`src/rtl/fetch_unit_if.sv`:
```
// Instruction-memory fetch handshake between the fetch stage (master) and
// instruction memory (slave).
interface fetch_unit_if;
    logic        imem_req;
    logic [31:0] imem_addr;
    logic        imem_ready;
    logic [31:0] imem_rdata;

    modport master (
        output imem_req,
        output imem_addr,
        input  imem_ready,
        input  imem_rdata
    );

    modport slave (
        input  imem_req,
        input  imem_addr,
        output imem_ready,
        output imem_rdata
    );
endinterface

```
`src/rtl/fetch_unit.sv`:
```
// Instruction-fetch stage: owns the PC, fetches over a req/ready handshake and
// selects the next PC on retire. Optional fetch watchdog via FETCH_TIMEOUT_EN.
module fetch_unit #(
    parameter logic [31:0] RESET_PC       = 32'h0000_0000,
    parameter int          TIMEOUT_CYCLES = 16
) (
    input  logic                clk,
    input  logic                reset,
    fetch_unit_if.master        imem,
    output logic [31:0]         instr,
    output logic                instr_valid,
    output logic [31:0]         instr_pc,
    output logic [31:0]         pc_plus4,
    input  logic                ex_done,
    input  logic                jump,
    input  logic                j_reg,
    input  logic                branch_eq,
    input  logic                branch_not_eq,
    input  logic                alu_zero,
    input  logic [31:0]         rs_data,
    output logic [31:0]         retired_count,
    output logic                fetch_err
);

    typedef enum logic [1:0] {
        FETCH = 2'd0,
        VALID = 2'd1,
        HALT  = 2'd2
    } state_t;

    state_t      state;
    state_t      state_next;
    logic [31:0] pc;
    logic [31:0] next_pc;
    logic [31:0] branch_offset;
    logic        take_branch;
    logic        timeout_hit;

    assign pc_plus4       = instr_pc + 32'd4;
    assign imem.imem_addr = pc;
    assign imem.imem_req  = (state == FETCH) && !reset;

    // jr outranks jump, which outranks a taken conditional branch
    always_comb begin
        branch_offset = {{14{instr[15]}}, instr[15:0], 2'b00};
        take_branch   = (branch_eq & alu_zero) | (branch_not_eq & ~alu_zero);
        next_pc       = pc_plus4;
        if (j_reg) begin
            next_pc = rs_data & 32'hFFFF_FFFC;
        end else if (jump) begin
            next_pc = {pc_plus4[31:28], instr[25:0], 2'b00};
        end else if (take_branch) begin
            next_pc = pc_plus4 + branch_offset;
        end
    end

    always_ff @(posedge clk or posedge reset) begin
        if (reset) begin
            state <= FETCH;
        end else begin
            state <= state_next;
        end
    end

    always_comb begin
        state_next = state;
        case (state)
            FETCH: begin
                if (imem.imem_ready) begin
                    state_next = VALID;
                end else if (timeout_hit) begin
                    state_next = HALT;
                end
            end
            VALID: begin
                if (ex_done) begin
                    state_next = FETCH;
                end
            end
            HALT:    state_next = HALT;
            default: state_next = FETCH;
        endcase
    end

    always_ff @(posedge clk or posedge reset) begin
        if (reset) begin
            pc            <= RESET_PC;
            instr         <= 32'd0;
            instr_valid   <= 1'b0;
            instr_pc      <= 32'd0;
            retired_count <= 32'd0;
        end else begin
            case (state)
                FETCH: begin
                    if (imem.imem_ready) begin
                        instr       <= imem.imem_rdata;
                        instr_pc    <= pc;
                        instr_valid <= 1'b1;
                    end
                end
                VALID: begin
                    if (ex_done) begin
                        pc            <= next_pc;
                        instr_valid   <= 1'b0;
                        retired_count <= retired_count + 32'd1;
                    end
                end
                default: begin
                    instr_valid <= 1'b0;
                end
            endcase
        end
    end

`ifdef FETCH_TIMEOUT_EN
    logic [31:0] watchdog;

    assign timeout_hit = (state == FETCH) && !imem.imem_ready
                         && (watchdog == 32'(TIMEOUT_CYCLES - 1));

    // Watchdog restarts every time a fresh fetch begins
    always_ff @(posedge clk or posedge reset) begin
        if (reset) begin
            watchdog  <= 32'd0;
            fetch_err <= 1'b0;
        end else if (state == FETCH) begin
            if (imem.imem_ready) begin
                watchdog <= 32'd0;
            end else begin
                watchdog <= watchdog + 32'd1;
            end
            if (timeout_hit) begin
                fetch_err <= 1'b1;
            end
        end else if ((state == VALID) && ex_done) begin
            watchdog <= 32'd0;
        end
    end
`else
    assign timeout_hit = 1'b0;
    assign fetch_err   = 1'b0;
`endif

endmodule

```
`src/flat_wrapper.sv`:
```
// flat-port wrapper written by rule: the top's interface ports become plain ports
module fetch_unit_flat 
#(
    parameter logic [31:0] RESET_PC       = 32'h0000_0000,
    parameter int          TIMEOUT_CYCLES = 16
)
  (clk, reset, instr, instr_valid, instr_pc, pc_plus4, ex_done, jump, j_reg, branch_eq, branch_not_eq, alu_zero, rs_data, retired_count, fetch_err, imem_imem_req, imem_imem_addr, imem_imem_ready, imem_imem_rdata);
  fetch_unit_if imem_i ();
  input  logic clk;
  input  logic reset;
  output logic [31:0] instr;
  output logic instr_valid;
  output logic [31:0] instr_pc;
  output logic [31:0] pc_plus4;
  input  logic ex_done;
  input  logic jump;
  input  logic j_reg;
  input  logic branch_eq;
  input  logic branch_not_eq;
  input  logic alu_zero;
  input  logic [31:0] rs_data;
  output logic [31:0] retired_count;
  output logic fetch_err;
  output wire logic [$bits(imem_i.imem_req)-1:0] imem_imem_req;
  output wire logic [$bits(imem_i.imem_addr)-1:0] imem_imem_addr;
  input wire logic [$bits(imem_i.imem_ready)-1:0] imem_imem_ready;
  input wire logic [$bits(imem_i.imem_rdata)-1:0] imem_imem_rdata;
  assign imem_imem_req = imem_i.imem_req;
  assign imem_imem_addr = imem_i.imem_addr;
  assign imem_i.imem_ready = imem_imem_ready;
  assign imem_i.imem_rdata = imem_imem_rdata;
  fetch_unit #(.RESET_PC(RESET_PC), .TIMEOUT_CYCLES(TIMEOUT_CYCLES)) u_core (.clk(clk), .reset(reset), .imem(imem_i), .instr(instr), .instr_valid(instr_valid), .instr_pc(instr_pc), .pc_plus4(pc_plus4), .ex_done(ex_done), .jump(jump), .j_reg(j_reg), .branch_eq(branch_eq), .branch_not_eq(branch_not_eq), .alu_zero(alu_zero), .rs_data(rs_data), .retired_count(retired_count), .fetch_err(fetch_err));
endmodule
```
`config.mk`:
```
export PLATFORM = sky130hd
export DESIGN_NAME = fetch_unit_flat
export DESIGN_NICKNAME = d
export VERILOG_FILES = /design/src/rtl/fetch_unit_if.sv /design/src/rtl/fetch_unit.sv /design/src/flat_wrapper.sv
export SDC_FILE = /design/constraint.sdc
export NUM_CORES = 1
export LEC_CHECK = 0
export BUFFER_PORTS_ARGS = -buffer_cell sky130_fd_sc_hd__buf_2
export CORE_UTILIZATION = 45
export CTS_CLUSTER_DIAMETER = 50
export CTS_CLUSTER_SIZE = 40
export DETAILED_ROUTE_END_ITERATION = 16
export GPL_ROUTABILITY_DRIVEN = 0
export PLACE_DENSITY = 0.71
export SLEW_MARGIN = 15
export SYNTH_ARGS = -nofsm -noshare
export SYNTH_HDL_FRONTEND = slang
export SYNTH_SLANG_ARGS = --single-unit
```
`constraint.sdc`:
```
create_clock -name clk -period 5.1 [get_ports clk]
set_clock_uncertainty 0.15 [all_clocks]
set_input_delay 0.51 -clock clk [delete_from_list [all_inputs] [get_ports clk]]
set_output_delay 0.51 -clock clk [all_outputs]
set_load 0.01 [all_outputs]
```
* Yosys cells after proc, flatten, opt, wreduce, memory -nomap -nowiden
Cells that the tools add are included.
** Operators by class
- $add $sub $neg :: 3
- Eq/ne operators :: 4
- Mux-type cells :: 9
- Bitwise operators :: 4
- Reduce and logical (&&, ||, !) cells :: 6
** Operators by type and width (number)
- 2-to-1 mux 32 bit :: 3
- adder 32 x 1 -> 32 bit (second input constant) :: 1
- adder 32 x 3 -> 32 bit (second input constant) :: 1
- adder 32 bit :: 1
- case mux 2 bit (3 select lines) :: 1
- AND reduction 2 bit :: 3
- 2-to-1 mux 2 bit :: 2
- != test 2 bit (second input constant) :: 2
- bitwise AND 1 bit :: 2
- equality test 2 x 1 -> 1 bit (second input constant) :: 1
- equality test 2 bit (second input constant) :: 1
- zero test 2 bit :: 1
- 2-to-1 mux 1 bit :: 2
- case mux 1 bit (2 select lines) :: 1
- logical AND 1 bit :: 1
- zero test 1 bit :: 1
- NOT 1 bit :: 1
- OR 1 bit :: 1
** Storage, ports and cells
- Register bits :: 131
- Input bits :: 73
- Output and inout bits :: 163

* Depth between registers and ports, before layout
- Depth in word-level cells :: 6
- Mapped depth :: 16
- Mapped depth without buffers :: 16

* Worst setup path after synthesis
Ideal clock, no wire load.
- Kind :: reg2reg
- From :: register u_core.instr_pc[5]
- To :: register u_core.pc[31] (netlist: u_core.imem.imem_addr[31])
- Setup time :: 92 ps
- Arrival :: 3508 ps
- Path slack :: 1350 ps
- Stages on the path, launching flop included :: 17
- Path buffers :: 1
- Clock period less this slack :: 3750 ps
- Cell sequence :: dfrtp_1 and3_1 and4_1 nand2_1 nor2_1 xor2_1 ha_1 buf_4 a21o_1 a21o_1 a211oi_1 o21ai_2 a311oi_2 o21ai_2 xnor2_1 and3_4 o31ai_2
** Between the ends
- Longest elaborated chain between the ends :: 5
** RTL lines
- from (decl) :: RTL line fetch_unit.sv:12 : output logic [31:0] instr_pc,
- from (signal assigned) :: RTL line fetch_unit.sv:97 : instr_pc <= pc;
- adder 32 x 3 -> 32 bit :: RTL line fetch_unit.sv:39 : assign pc_plus4 = instr_pc + 32'd4;
- net pc_plus4[18] :: RTL line flat_wrapper.sv:14 : output logic [31:0] pc_plus4;
- adder 32 bit :: RTL line fetch_unit.sv:53 : next_pc = pc_plus4 + branch_offset;
- 2-to-1 mux 32 bit :: RTL line fetch_unit.sv:52 : end else if (take_branch) begin
- 2-to-1 mux 32 bit :: RTL line fetch_unit.sv:50 : end else if (jump) begin
- 2-to-1 mux 32 bit :: RTL line fetch_unit.sv:48 : if (j_reg) begin
- to (signal assigned) :: RTL line fetch_unit.sv:103 : pc <= next_pc;
- to (decl) :: RTL line fetch_unit.sv:33 : logic [31:0] pc;
The timed path passes the listed nets, and every way through them passes these cells.
A chain may end at the register's enable or synchronous reset.

* Worst setup path after layout
- From :: register u_core.instr_pc[4]
- To :: register u_core.pc[30] (netlist: u_core.imem.imem_addr[30])
** Between the ends
- Longest elaborated chain between the ends :: 5
** RTL lines (RTL line)
- adder 32 x 3 -> 32 bit (*) :: fetch_unit.sv:39
- adder 32 bit :: fetch_unit.sv:53
- 2-to-1 mux 32 bit :: fetch_unit.sv:52
- 2-to-1 mux 32 bit (*) :: fetch_unit.sv:50
- 2-to-1 mux 32 bit (*) :: fetch_unit.sv:48
Every way passes the cells marked *; elsewhere a longest branch is shown, timed or not.

==> reports/metrics.yaml <==
timing:
  setup-tns-final_ns: 0
  setup_violations: 0
  hold_viol: 0
  clock.fmax_mhz: 236.2
  timing.slew.headroom_pct: 38.16
  rsz0062_at_grt: "false"
  holdWs_ns: 0.1397
  worst_pin_slew_ns: 0.9276
  drv_slew: 0
  period_needed_ns: 4.233
  period_share_pct: 83.00
power:
  p_per_area_mw_per_mm2: 515.3
  power.leakage_nw: 4.671
  peakVddDrop_uv: 252.8
logic_synthesis:
  synth_cells: 816
  syn_area_mm2: 0.007856
  syn_nets: 927
  async_flop_share_pct: 100.0
  ys_types: 66
  ys.flop_type: "dfrtp_1"
  seq_area_frac_synth_pct: 41.41
  syn_area_per_cell_um2: 9.628
  ys_ff_latch: 130
  yosys_warnings: 0
  synth_edf_count: 0
grt:
  grt_pass1_vias: 6782
  grt_use_total_pct: 26.66
  grt_max_degree: 94
  antenna_found_initial: 0
  grt-ovfl-total: 0
  grt_pass1_wl_mm: 36.61
critical_path:
  crit_fanout: 7
  critPathArrivalTime_ns: 4.43
  cp-end-kind: "register"
  start_kind: "register"
  worstPathRequired_ns: 5.30
  crit_type: "register to register"
floorplan:
  core.rowCount: 47
  initial_core_util_pct: 46.71
  die_area_mm2: 0.01799
  fp.dieH_um: 134.1
  io_pins: 236
  core-area_mm2: 0.01682
  die_width_um: 134.1
clock_network:
  clockRootBuffer: "clkbuf_16"
  clk_path_buf_depth: 2
  hold_buffers: 0
  cts_tree: "yes"
  cts_made_buffers: 17
  worstSkewPairLatency_ns: 0.43
  cts.sinks: 130
  post_cts_resize_count: 0
  post-cts-setup-buffer-count: 0
  cts_max_level: 4
  clk_pin_slew_ns: 0.07
final_layout:
  layout-drive-gt1-share_pct: 33.59
  nFillCells: 1504
  diodes: 0
  finalNetCount: 1152
  regArea_mm2: 0.003253
  area_delta_synth_final_pct: 25.23
  final_cell_mix: "buf_2 (232), dfrtp_1 (130), nand2_1 (97), mux2_2 (63), xnor2_1 (59)"
  final_common_cell: "buf_2"
  multi_input_area_mm2: 0.004390
placement:
  post-dp-hpwl_mm: 16.76
  port_buffers: 232
detailed_routing:
  via_count: 7137
  drt_wl_total_mm: 23.36
  ant_nets: 0
  drtPass1Iterations: 5
  wl_per_cell_um: 18.33
  avgViaCountPerCell: 5.602
  drtIter0Drc: 348
  drc: 0
job:
  cap_viol_max_count: 0
hold_path:
  hold_class: "primary input to asynchronous set/reset pin"
run_status:
  status: "finished, final reports clean"
through the flow:
stage               instance area [um2]  setup slack [ns]  total power, mW  std cells  util, %
floorplan                          7856            0.9707            3.029        816        -
global placement                   9224             1.078            3.715       1242    54.84
detailed placement                 9224             1.025            3.757       1242    54.84
CTS                                9838            0.9813            5.077       1274    58.50
global route                       9838            0.5608            5.394       1274    58.50
finish                             9838            0.8671            5.070       1274    58.50
critical path, stage by stage (launching register included):
cell      delay [ns]
dfrtp_1         0.46
and3_1          0.30
nand3_1         0.33
nand2b_1        0.37
nor3_1          0.26
xor2_1          0.37
ha_1            0.36
a21oi_1         0.18
o21bai_1        0.09
a21oi_1         0.20
o21ai_0         0.12
a21o_1          0.20
or3_1           0.33
mux2_2          0.27
a31oi_1         0.16
state kept, by name, indices dropped and copies added (netlist names):
| signal | count |
|---|---|
| u_core.imem.imem_addr | 32 |
| u_core.instr | 32 |
| u_core.instr_pc | 32 |
| u_core.retired_count | 32 |
| u_core.state | 2 |
layout make-up:
cell class | instances | area share, %
multi-input combinational | 632 | 44.63
sequential | 130 | 33.07
timing repair buffer | 241 | 12.49
clock buffer | 17 | 4.324
tap | 220 | 2.798
clock inverter | 15 | 1.920
inverter | 19 | 0.7758
cell usage after synthesis (all sizes together) (10+ instances only):
cell type | count | share of area [%]
nand2 | 97 | 4.6
inv | 19 | 0.91
buf | 10 | 0.72
a21oi | 58 | 3.7
mux2 | 63 | 9.0
dfrtp | 130 | 41
a31oi | 11 | 0.88
nor2 | 56 | 2.7
and3 | 12 | 1.0
nand4 | 20 | 1.6
xnor2 | 59 | 6.6
xor2 | 22 | 2.5
nand3 | 28 | 1.8
o211ai | 14 | 1.3
clkbuf | 25 | 1.2
o21ai | 40 | 2.6
a21o | 14 | 1.3
ha | 37 | 5.9
path summary, 6_finish.rpt:
path,end,slack [ns],cells after the start,startpoint
worst min-delay path,u_core.imem.imem_addr[27],0.14,2,reset
min in group clk,u_core.instr[21],0.14,3,imem_imem_rdata[21]
worst min register to register,u_core.retired_count[31],0.33,1,u_core.retired_count[31]
worst max register to register,u_core.imem.imem_addr[30],0.87,14,u_core.instr_pc[4]
worst max-delay path,u_core.imem.imem_addr[30],0.87,14,u_core.instr_pc[4]
max in group asynchronous,u_core.retired_count[23],3.63,3,reset
report_power, final:
part	internal, mW	leakage [nW]	switching (mW)
Clock	0.747	0.302	0.551
Sequential	1.25	1.60	0.278
Combinational	0.979	2.77	1.26
per-layer routing:
layer | part of all wire (%) | track usage [%] | up-vias
met5 | 0 | 0 | -
met4 | 2.5 | 10.24 | 0
met3 | 6.4 | 6.311 | 47
met2 | 45 | 41.51 | 266
met1 | 46 | 35.97 | 3417
li1 | - | - | 3407
kinds of logic after synthesis:
logic type	after synthesis	share of synthesized area (%)
muxes	67	9.540
DFF	130	41.41
buffers and inverters	54	2.819
AOI/OAI and AO/OA	193	15.85
other	1	0.04773
adders and majority gates	38	6.147
and+or+nand+nor	252	15.16
xor gates and xnor gates	81	9.030
No activity file was read; power rests on OpenSTA's default activity.
